==> src/rtl/vga_pkg.sv <==
// -----------------------------------------------------------------------------
// vga_pkg
//
// Shared raster constants and helpers for the video path. The timing
// generator and every draw_* stage import this package so that they all
// agree on the coordinate width and the 640x480@60 default mode.
//
// Contents:
//   COORD_W        width of the sx/sy coordinate buses
//   VGA_*          640x480@60 timing (800x525 total)
//   axis_total()   total length of one axis (active + porches + sync)
//   h_total()      horizontal total, in pixels
//   v_total()      vertical total, in lines
//   coord_fits()   true when an axis total can be counted in COORD_W bits
// -----------------------------------------------------------------------------
package vga_pkg;

    // Coordinate width shared by the timing generator and all draw stages.
    localparam int COORD_W = 10;

    // Horizontal timing for 640x480@60, in pixels.
    localparam int VGA_H_RES  = 640;
    localparam int VGA_H_FP   = 16;
    localparam int VGA_H_SYNC = 96;
    localparam int VGA_H_BP   = 48;

    // Vertical timing for 640x480@60, in lines.
    localparam int VGA_V_RES  = 480;
    localparam int VGA_V_FP   = 10;
    localparam int VGA_V_SYNC = 2;
    localparam int VGA_V_BP   = 33;

    // Both sync pulses are active-low in this mode.
    localparam bit VGA_H_POL = 1'b0;
    localparam bit VGA_V_POL = 1'b0;

    // One axis is laid out as active region, front porch, sync, back porch.
    function automatic int axis_total(input int res, input int fp,
                                      input int sync, input int bp);
        return res + fp + sync + bp;
    endfunction

    // Pixels per line including blanking.
    function automatic int h_total(input int res, input int fp,
                                   input int sync, input int bp);
        return axis_total(res, fp, sync, bp);
    endfunction

    // Lines per frame including blanking.
    function automatic int v_total(input int res, input int fp,
                                   input int sync, input int bp);
        return axis_total(res, fp, sync, bp);
    endfunction

    // A counter of COORD_W bits must be able to reach total-1.
    function automatic bit coord_fits(input int total);
        return (total >= 1) && (total <= (1 << COORD_W));
    endfunction

endpackage : vga_pkg

==> src/rtl/vga_axis_timer.sv <==
// -----------------------------------------------------------------------------
// vga_axis_timer
//
// One axis of the raster: a position counter that runs 0..TOTAL-1 and wraps,
// plus the registered decode of that position (active region, sync level,
// terminal position). The timing generator uses one instance per axis.
//
// Parameters:
//   RES, FP, SYNC, BP   active length, front porch, sync width, back porch
//   POL                 sync output level while inside the sync interval
//
// Ports:
//   clk         clock
//   rst_n       asynchronous active-low reset; parks pos at TOTAL-1
//   step        advance one position on this clock edge
//   pos         current position
//   active      pos < RES
//   sync        POL inside the sync interval, ~POL elsewhere
//   wrap        pos == TOTAL-1 (the next step returns to 0)
//   active_nxt  value active will take on the coming edge
// -----------------------------------------------------------------------------
module vga_axis_timer
    import vga_pkg::*;
#(
    parameter int RES  = VGA_H_RES,
    parameter int FP   = VGA_H_FP,
    parameter int SYNC = VGA_H_SYNC,
    parameter int BP   = VGA_H_BP,
    parameter bit POL  = VGA_H_POL
) (
    input  logic               clk,
    input  logic               rst_n,
    input  logic               step,
    output logic [COORD_W-1:0] pos,
    output logic               active,
    output logic               sync,
    output logic               wrap,
    output logic               active_nxt
);

    localparam int TOTAL      = axis_total(RES, FP, SYNC, BP);
    localparam int SYNC_START = RES + FP;
    localparam int SYNC_END   = RES + FP + SYNC;
    localparam logic [COORD_W-1:0] LAST = COORD_W'(TOTAL - 1);

    logic [COORD_W-1:0] pos_q;
    logic [COORD_W-1:0] pos_d;
    logic               active_q;
    logic               active_d;
    logic               sync_q;
    logic               sync_d;
    logic               wrap_q;
    logic               wrap_d;

    // Next position. The wrap flag is checked before incrementing, so the
    // counter never goes past TOTAL-1 and the adder cannot overflow.
    always_comb begin
        pos_d = pos_q;
        if (step) begin
            if (wrap_q) begin
                pos_d = '0;
            end else begin
                pos_d = pos_q + COORD_W'(1);
            end
        end
    end

    // Flags are decoded from the next position and registered together with
    // it, so pos and its flags always change on the same edge with no lag.
    // Comparisons are done in int so an interval ending exactly at
    // 2**COORD_W cannot be truncated.
    always_comb begin
        active_d = (int'(pos_d) < RES);
        sync_d   = ~POL;
        if ((int'(pos_d) >= SYNC_START) && (int'(pos_d) < SYNC_END)) begin
            sync_d = POL;
        end
        wrap_d = (pos_d == LAST);
    end

    // Reset parks the counter on its last position so that the first step
    // after release lands on 0. wrap is therefore set in reset.
    always_ff @(posedge clk or negedge rst_n) begin
        if (!rst_n) begin
            pos_q    <= LAST;
            active_q <= 1'b0;
            sync_q   <= ~POL;
            wrap_q   <= 1'b1;
        end else begin
            pos_q    <= pos_d;
            active_q <= active_d;
            sync_q   <= sync_d;
            wrap_q   <= wrap_d;
        end
    end

    assign pos        = pos_q;
    assign active     = active_q;
    assign sync       = sync_q;
    assign wrap       = wrap_q;
    assign active_nxt = active_d;

endmodule : vga_axis_timer

==> src/rtl/vga_timing.sv <==
// -----------------------------------------------------------------------------
// vga_timing
//
// Raster timing generator feeding the draw_* stages. Produces the pixel
// coordinates and all sync/blanking/marker flags, advancing one pixel on each
// clock where pix_en is high. Every output is a register and every flag
// describes the sx/sy presented in the same cycle; downstream pipeline delay
// is the consumer's concern.
//
// Ports:
//   clk     system / pixel clock
//   rst_n   asynchronous active-low reset
//   pix_en  pixel strobe; the raster moves only on edges where it is high
//   sx      horizontal position, 0..H_TOTAL-1
//   sy      vertical position,   0..V_TOTAL-1
//   de      high inside the active picture (sx<H_RES and sy<V_RES)
//   hsync   H_POL while sx is inside the horizontal sync interval
//   vsync   V_POL for every line inside the vertical sync interval
//   line    high for the pixel period at sx==0
//   frame   high for the pixel period at sx==0, sy==0
// -----------------------------------------------------------------------------
module vga_timing
    import vga_pkg::*;
#(
    parameter int H_RES  = VGA_H_RES,
    parameter int H_FP   = VGA_H_FP,
    parameter int H_SYNC = VGA_H_SYNC,
    parameter int H_BP   = VGA_H_BP,
    parameter int V_RES  = VGA_V_RES,
    parameter int V_FP   = VGA_V_FP,
    parameter int V_SYNC = VGA_V_SYNC,
    parameter int V_BP   = VGA_V_BP,
    parameter bit H_POL  = VGA_H_POL,
    parameter bit V_POL  = VGA_V_POL
) (
    input  logic               clk,
    input  logic               rst_n,
    input  logic               pix_en,
    output logic [COORD_W-1:0] sx,
    output logic [COORD_W-1:0] sy,
    output logic               de,
    output logic               hsync,
    output logic               vsync,
    output logic               line,
    output logic               frame
);

    localparam int H_TOTAL = h_total(H_RES, H_FP, H_SYNC, H_BP);
    localparam int V_TOTAL = v_total(V_RES, V_FP, V_SYNC, V_BP);

    // A mode whose totals do not fit the coordinate buses is rejected when
    // the design is elaborated rather than silently wrapping early.
    if (!coord_fits(H_TOTAL) || !coord_fits(V_TOTAL)) begin : g_total_too_wide
        $error("vga_timing: H_TOTAL and V_TOTAL must each be at most 1024");
    end

    logic [COORD_W-1:0] h_pos;
    logic               h_active;
    logic               h_sync;
    logic               h_wrap;
    logic               h_active_nxt;
    logic [COORD_W-1:0] v_pos;
    logic               v_active;
    logic               v_sync;
    logic               v_wrap;
    logic               v_active_nxt;
    logic               v_step;

    logic de_q;
    logic de_d;
    logic line_q;
    logic line_d;
    logic frame_q;
    logic frame_d;

    // Horizontal axis counts pixels.
    vga_axis_timer #(
        .RES  (H_RES),
        .FP   (H_FP),
        .SYNC (H_SYNC),
        .BP   (H_BP),
        .POL  (H_POL)
    ) u_h (
        .clk        (clk),
        .rst_n      (rst_n),
        .step       (pix_en),
        .pos        (h_pos),
        .active     (h_active),
        .sync       (h_sync),
        .wrap       (h_wrap),
        .active_nxt (h_active_nxt)
    );

    // Vertical axis counts lines: it steps on the same edge that takes the
    // horizontal counter from its last pixel back to 0, so vsync changes
    // exactly at the start of a line.
    assign v_step = pix_en & h_wrap;

    vga_axis_timer #(
        .RES  (V_RES),
        .FP   (V_FP),
        .SYNC (V_SYNC),
        .BP   (V_BP),
        .POL  (V_POL)
    ) u_v (
        .clk        (clk),
        .rst_n      (rst_n),
        .step       (v_step),
        .pos        (v_pos),
        .active     (v_active),
        .sync       (v_sync),
        .wrap       (v_wrap),
        .active_nxt (v_active_nxt)
    );

    // de, line and frame are registered so they change on the same edge as
    // sx/sy without a combinational AND on the output. On a pixel step they
    // take the decode of the position being entered; otherwise they follow
    // the current axis flags, which is the value they already hold. line and
    // frame mark the position entered when the horizontal counter wraps.
    always_comb begin
        de_d    = h_active & v_active;
        line_d  = line_q;
        frame_d = frame_q;
        if (pix_en) begin
            de_d    = h_active_nxt & v_active_nxt;
            line_d  = h_wrap;
            frame_d = h_wrap & v_wrap;
        end
    end

    // Reset clears the markers; the axis timers park on the last position.
    always_ff @(posedge clk or negedge rst_n) begin
        if (!rst_n) begin
            de_q    <= 1'b0;
            line_q  <= 1'b0;
            frame_q <= 1'b0;
        end else begin
            de_q    <= de_d;
            line_q  <= line_d;
            frame_q <= frame_d;
        end
    end

    assign sx    = h_pos;
    assign sy    = v_pos;
    assign de    = de_q;
    assign hsync = h_sync;
    assign vsync = v_sync;
    assign line  = line_q;
    assign frame = frame_q;

endmodule : vga_timing

==> config.mk <==
export PLATFORM = sky130hd
export DESIGN_NAME = vga_timing
export DESIGN_NICKNAME = d
export VERILOG_FILES = /design/src/rtl/vga_pkg.sv /design/src/rtl/vga_axis_timer.sv /design/src/rtl/vga_timing.sv
export SDC_FILE = /design/constraint.sdc
export NUM_CORES = 1
export LEC_CHECK = 0
export BUFFER_PORTS_ARGS = -buffer_cell sky130_fd_sc_hd__buf_4
export CAP_MARGIN = 15
export CORE_MARGIN = 1.5
export CORE_UTILIZATION = 55
export CTS_BUF_LIST = sky130_fd_sc_hd__clkbuf_4
export DETAILED_ROUTE_END_ITERATION = 8
export PLACE_DENSITY = 0.89
export SLEW_MARGIN = 20
export SYNTH_ARGS = -nofsm -noshare
export SYNTH_HDL_FRONTEND = slang
export SYNTH_HIERARCHICAL = 1
export SYNTH_SLANG_ARGS = --single-unit
==> constraint.sdc <==
create_clock -name clk -period 4.67 [get_ports clk]
set_input_delay 0.2335 -clock clk [delete_from_list [all_inputs] [get_ports clk]]
set_output_delay 0.2335 -clock clk [all_outputs]
set_load 0.005 [all_outputs]
==> results of run 1 <==
==> per-layer routing <==
layer / vias to the layer above / wire [um] / GRT usage
met5: - / 0 / 0
met3: 8 / 238 / 0.0670
li1: 643 / - / -
met1: 658 / 1410 / 0.286
met2: 56 / 1760 / 0.380
met4: 0 / 80 / 0.103
==> area by class of cell <==
class / instances / area share
inverter: 6 / 0.0116
multi-input combinational: 126 / 0.450
clock buffer: 6 / 0.0231
timing repair buffer: 28 / 0.109
clock inverter: 2 / 0.00513
tap: 31 / 0.0199
sequential: 29 / 0.381
==> through the flow <==
step	area [um2]	cells	hold WS (ps)	util
floorplan	1670	166	-62.1	-
global placement	1880	219	168	0.666
detailed placement	1880	219	171	0.666
CTS	1950	228	227	0.689
global route	1950	228	255	0.689
finish	1950	228	242	0.689
==> where the power goes <==
part           switching [uW]  internal [uW]
clock                    84.7           62.9
combinational            81.1           90.9
sequential               64.9            299
total                     231            453
==> worst reg2reg max path, stage by stage (launching register included) <==
cell	delay [ps]
dfstp_2	610
and2_4	240
nand3_1	110
nor2_2	180
xnor2_1	130
nor4_2	340
nor2_1	100
nand3_1	90
o21ai_0	70
==> cells by family after synthesis <==
group / share of synthesized area
AOI/OAI and AO/OA: 0.0981
xor gates and xnor gates: 0.0787
adders and majority gates: 0.0150
buffers and inverters: 0.0300
DFF: 0.445
muxes: 0.0382
and+or+nand+nor: 0.295
==> cell usage in the layout (no fill, tap or decap), types with 3 or more instances in the layout <==
master / count
buf_4: 27
nor2_1: 17
dfrtp_1: 15
nand2_1: 14
dfstp_2: 14
nand3_1: 12
xnor2_1: 12
o21ai_0: 6
inv_1: 6
clkbuf_4: 6
and2_1: 4
xor2_1: 3
nor2b_1: 3
mux2_2: 3
nor3_2: 3
mux2i_1: 3
==> timing repair <==
action / CTS / global route
hold endpoints to repair: 15 / 0
endpoints found under the setup margin: 0 / 0
hold buffers: 1 / 0
==> final timing paths <==
| kind | startpoint | to | cells past startpoint | slack (ps) |
|---|---|---|---|---|
| hold reg to reg | line | line | 1 | 490 |
| setup reg to reg | u_h/wrap | de | 8 | 2690 |
| hold / removal | pix_en | de | 2 | 240 |
| min in group asynchronous | rst_n | u_v/pos[5] | 2 | 350 |
| setup / recovery | u_h/wrap | de | 8 | 2690 |
| max in group asynchronous | rst_n | u_h/pos[9] | 2 | 4010 |
==> flow_metrics.tcl, run 1 <==
set metrics [dict create \
    status "finished, violations left" \
    violations "design-rule violations" \
    clock-skew-final_ps 7.59 \
    synth_ff_type "dfrtp_1" \
    coreArea_um2 2830 \
    drtPass1Iterations 7 \
    synth-async-reset-ratio 1.00 \
    portBuffers 27 \
    tightestPinTransition_ps 386 \
    p_leak_uw 0.000815 \
    regArea_um2 743 \
    yosys_warnings 6 \
    drive_gt1_frac 0.350 \
    clkTransAtPathRegs_ps 90 \
    power_uw 683 \
    synth.distinct_cells 51 \
    powerDensity_nw_per_um2 351 \
    crit_arrival_ps 2190 \
    cp_data_required_time_ps 4890 \
    grt_pass1_vias 1302 \
    worstSetupPathType "reg -> reg" \
    synth_most_common_cell "nor2_1" \
    die_w_um 58.1 \
    crit_chain "and2_4 > nand3_1 > nor2_2 > xnor2_1 > nor4_2 > nor2_1 > nand3_1 > o21ai_0" \
    ir_drop_uv 331 \
    diodes 0 \
    max_freq_mhz 506 \
    synthTopCellsByArea "dfrtp_1 (22%), dfstp_2 (22%), xnor2_1 (6.3%)" \
    start_util 0.590 \
    cts-root-buf "clkbuf_4" \
    setup_tns_ps 0 \
    yosys_register_bits 29 \
    nNetsFinal 201 \
    rsz0062_at_grt "false" \
    multi_input_area_um2 877 \
    startpoint_type "register" \
    drt_iter0_drc 98 \
    hp-class "in -> reg" \
    cp_slowest_cell "dfstp_2" \
    synth_common_cells "nor2_1 (17), dfrtp_1 (15), dfstp_2 (14), nand2_1 (14)" \
    areaGrowthSynthToFinish_pct 16.7 \
    netlist_instances 166 \
    dieArea_um2 3380 \
    grtUsageTotal 0.232 \
    cpPeakStageDelay_ps 610 \
    fillers 227 \
    endpoint_kind "register" \
    finalCritPeriodShare 0.423 \
    post-route-drc-count 3 \
    synthesis.area_um2 1670 \
    maxCapViolations 0 \
    io_pins 28 \
    place.gp.congestion 0.874 \
    crit_family "simple AND/OR/NAND/NOR gates" \
    yosys.area.top_type_share 0.225 \
    htreeDepth 2 \
    post-dp-hpwl_um 2560 \
    min_period_ps 1980 \
    fin_ws_ps 2690 \
    detail_route.wl_per_cell_um 15.3 \
    avgViaCountPerCell 5.99 \
    cts.sinks 29 \
    syn_area_per_cell_um2 10.1 \
    pre_cts_ws_ps 2720 \
    grt_max_degree 30 \
    drt_wl_total_um 3480 \
    cts_buffer_depth 2 \
    cts_tree "built" \
    grt_overflow 0 \
    numCtsBuffers 5 \
    ys_seq_area_frac 0.445 \
    drv_slew 0 \
    max_slew_margin 0.741 \
    die_h_um 58.1 \
    clk_latency_ps 330 \
    grt_antenna_before_repair 0 \
    rows 19 \
    finalHoldViolations 0 \
    drt.antenna.violating_nets 0 \
    synth.net_count 171 \
    setup_viol 0 \
    yosysTopAreaCell "dfrtp_1" \
    synth_edf_count 0 \
    grt_pass1_wl_um 5870 \
    path_max_fanout 10 \
    crit_top_cell "nand3_1" \
    critical_path_buf_inv_count 0 \
    cts_resized 0 \
    cts_setup_buffers 0 \
    vias 1365 \
]
(Power assumes the default switching activity.)
==> inputs of run 2 (changes only) <==
Settings changed: ABC_AREA set to 1, CORE_UTILIZATION 55 to 52.
Clock period 4.67 ns to 1.8 ns, I/O delays scaled along.
==> flow_metrics.tcl, run 2 <==
set metrics [dict create \
    met1_length_um 1660 \
    diodes 0 \
    drv_slew 0 \
    clock-skew-final_ps 8.57 \
    htreeDepth 2 \
    max_freq_mhz 567 \
    wl_met2_um 1960 \
    place.gp.congestion 0.878 \
    comb_power_share 0.340 \
    max_slew_margin 0.759 \
    hp-class "in -> reg" \
    fillers 204 \
    drt_wl_total_um 3990 \
    crit_arrival_ps 2000 \
    io_pins 28 \
    ys_seq_area_frac 0.468 \
    status "complete, no violations" \
    switchingPower_uw 789 \
    p_sw_frac 0.353 \
    die_h_um 58.3 \
    routed.top_layer "met4" \
    finalCritPeriodShare 0.979 \
    areaGrowthSynthToFinish_pct 29.8 \
    drive_gt1_frac 0.339 \
    cp_data_required_time_ps 2040 \
    power_uw 2240 \
    portBuffers 27 \
    seq_power_share 0.420 \
    nNetsFinal 261 \
    synth.distinct_cells 20 \
    synth_common_cells "nand2_1 (63), inv_1 (37), nor2_1 (27)" \
    detail_route.wl_per_cell_um 13.8 \
    netlist_instances 212 \
    cp_slowest_cell "dfstp_2" \
    syn_area_per_cell_um2 7.49 \
    startpoint_type "register" \
    rows 19 \
    cts_buffer_depth 2 \
    final_common_cell "nand2_1" \
    grt_max_degree 30 \
    post-route-drc-count 0 \
    cts.sinks 29 \
    intPower_uw 1450 \
    ir_drop_uv 1010 \
    grt_pass1_wl_um 5670 \
    drtPass1Iterations 4 \
    die_w_um 58.3 \
    endpoint_kind "register" \
    synth.net_count 217 \
    dieArea_um2 3390 \
    routed-wl-met3_um 268 \
    yosysTopAreaCell "dfrtp_1" \
    drt_iter0_drc 86 \
    clockPowerShare 0.240 \
    synth_most_common_cell "nand2_1" \
    avgViaCountPerCell 5.38 \
    grt_pass1_vias 1343 \
    worstSetupPathType "reg -> reg" \
    post-dp-hpwl_um 2650 \
    maxCapViolations 0 \
    final_cell_mix "nand2_1 (59), buf_4 (36), inv_1 (36), nor2_1 (22), nand3_1 (19)" \
    crit_chain "nand2_2 > inv_2 > nand3_4 > nor2_2 > nand2_1 > o21bai_1 > nand2_1 > nor2_4 > nor2_2 > nand3_1 > nand2_1" \
    synth_ff_type "dfrtp_1" \
    p_leak_uw 0.00113 \
    cts-root-buf "clkbuf_4" \
    crit_top_cell "nand2_1" \
    grt_antenna_before_repair 0 \
    grtUsageTotal 0.229 \
    cts_tree "built" \
    yosys_register_bits 29 \
    synth-async-reset-ratio 1.00 \
    yosys.area.top_type_share 0.236 \
    setup_tns_ps 0 \
    synthTopCellsByArea "dfrtp_1 (24%), dfstp_2 (23%), nand2_1 (15%)" \
    rsz0062_at_grt "true" \
    min_period_ps 1760 \
    synthesis.area_um2 1590 \
    yosys_warnings 6 \
    tightestPinTransition_ps 361 \
    coreArea_um2 2830 \
    powerDensity_nw_per_um2 1090 \
    drt.antenna.violating_nets 0 \
    clk_latency_ps 340 \
    setup_viol 0 \
    grt_overflow 0 \
    numCtsBuffers 5 \
    cpPeakStageDelay_ps 550 \
    vias 1549 \
    start_util 0.561 \
    synth_edf_count 0 \
    path_max_fanout 3 \
    finalHoldViolations 0 \
    clkTransAtPathRegs_ps 90 \
]
## run 2: worst paths after layout
check	slack [ps]	cells past startpoint	endpoint	start
setup reg to reg	40	11	de	u_h/wrap
max in group asynchronous	1290	2	u_v/pos[2]	rst_n
setup / recovery	40	11	de	u_h/wrap
hold reg to reg	490	2	line	line
hold / removal	120	4	line	pix_en
min in group asynchronous	200	2	u_v/active	rst_n
## run 2: worst max-delay path, delay by kind of cell, from the launching register on
family          cells  cell delay [ps]
simple gates        9              830
buf+inv             1               90
compound gates      1              170
flops               1              550
## run 2: cell families after synthesis
group                    Yosys count  share of synthesized area
buffers and inverters             39                     0.0969
adder cells (fa/ha/maj)            2                     0.0158
AO/OA/AOI/OAI                     11                     0.0394
AND/OR/NAND/NOR                  130                      0.374
flip-flops                        29                      0.468
XOR/XNOR                           1                    0.00552
## run 2: metal layers
metal | track usage | vias to the layer above
met1 | 0.306 | 716
met5 | 0 | -
li1 | - | 740
met4 | 0.110 | 0
met3 | 0.0625 | 14
met2 | 0.344 | 79
## run 2: final cells by class
type	instances	area, um2	share of cell area
clock inverter	2	33.8	0.0164
clock buffer	6	45.0	0.0219
tap	31	38.8	0.0188
sequential	29	743	0.361
timing repair buffer	38	300	0.146
inverter	38	143	0.0692
multi-input combinational	144	757	0.367
## run 2: power groups by stage
stage          Clock [uW]  Combinational, uW  Sequential, uW
3_5_place_dp            0                687             949
6_report              538                761             939
5_1_grt               564                841             959
4_1_cts               538                695             937
3_3_place_gp            0                661             942
2_1_floorplan           0                389             935
## run 2: what timing repair did
action,in CTS,in global routing
hold buffers,1,0
endpoints found under the hold margin,29,0
buffers inserted,0,5
pin swaps,0,11
setup endpoints to repair,1,6
gates resized for setup,2,18
## run 2: metrics by stage
| step | utilization | worst slack (ps) | cells | hold slack, ps | cell area, um2 |
|---|---|---|---|---|---|
| 2_1_floorplan | - | 101 | 212 | -206 | 1590 |
| 3_3_place_gp | 0.656 | 108 | 274 | 24.3 | 1860 |
| 3_5_place_dp | 0.656 | 34.9 | 274 | 28.6 | 1860 |
| 4_1_cts | 0.689 | 13.4 | 283 | 16.0 | 1950 |
| 5_1_grt | 0.728 | -88.4 | 288 | 135 | 2060 |
| 6_report | 0.728 | 37.3 | 288 | 120 | 2060 |
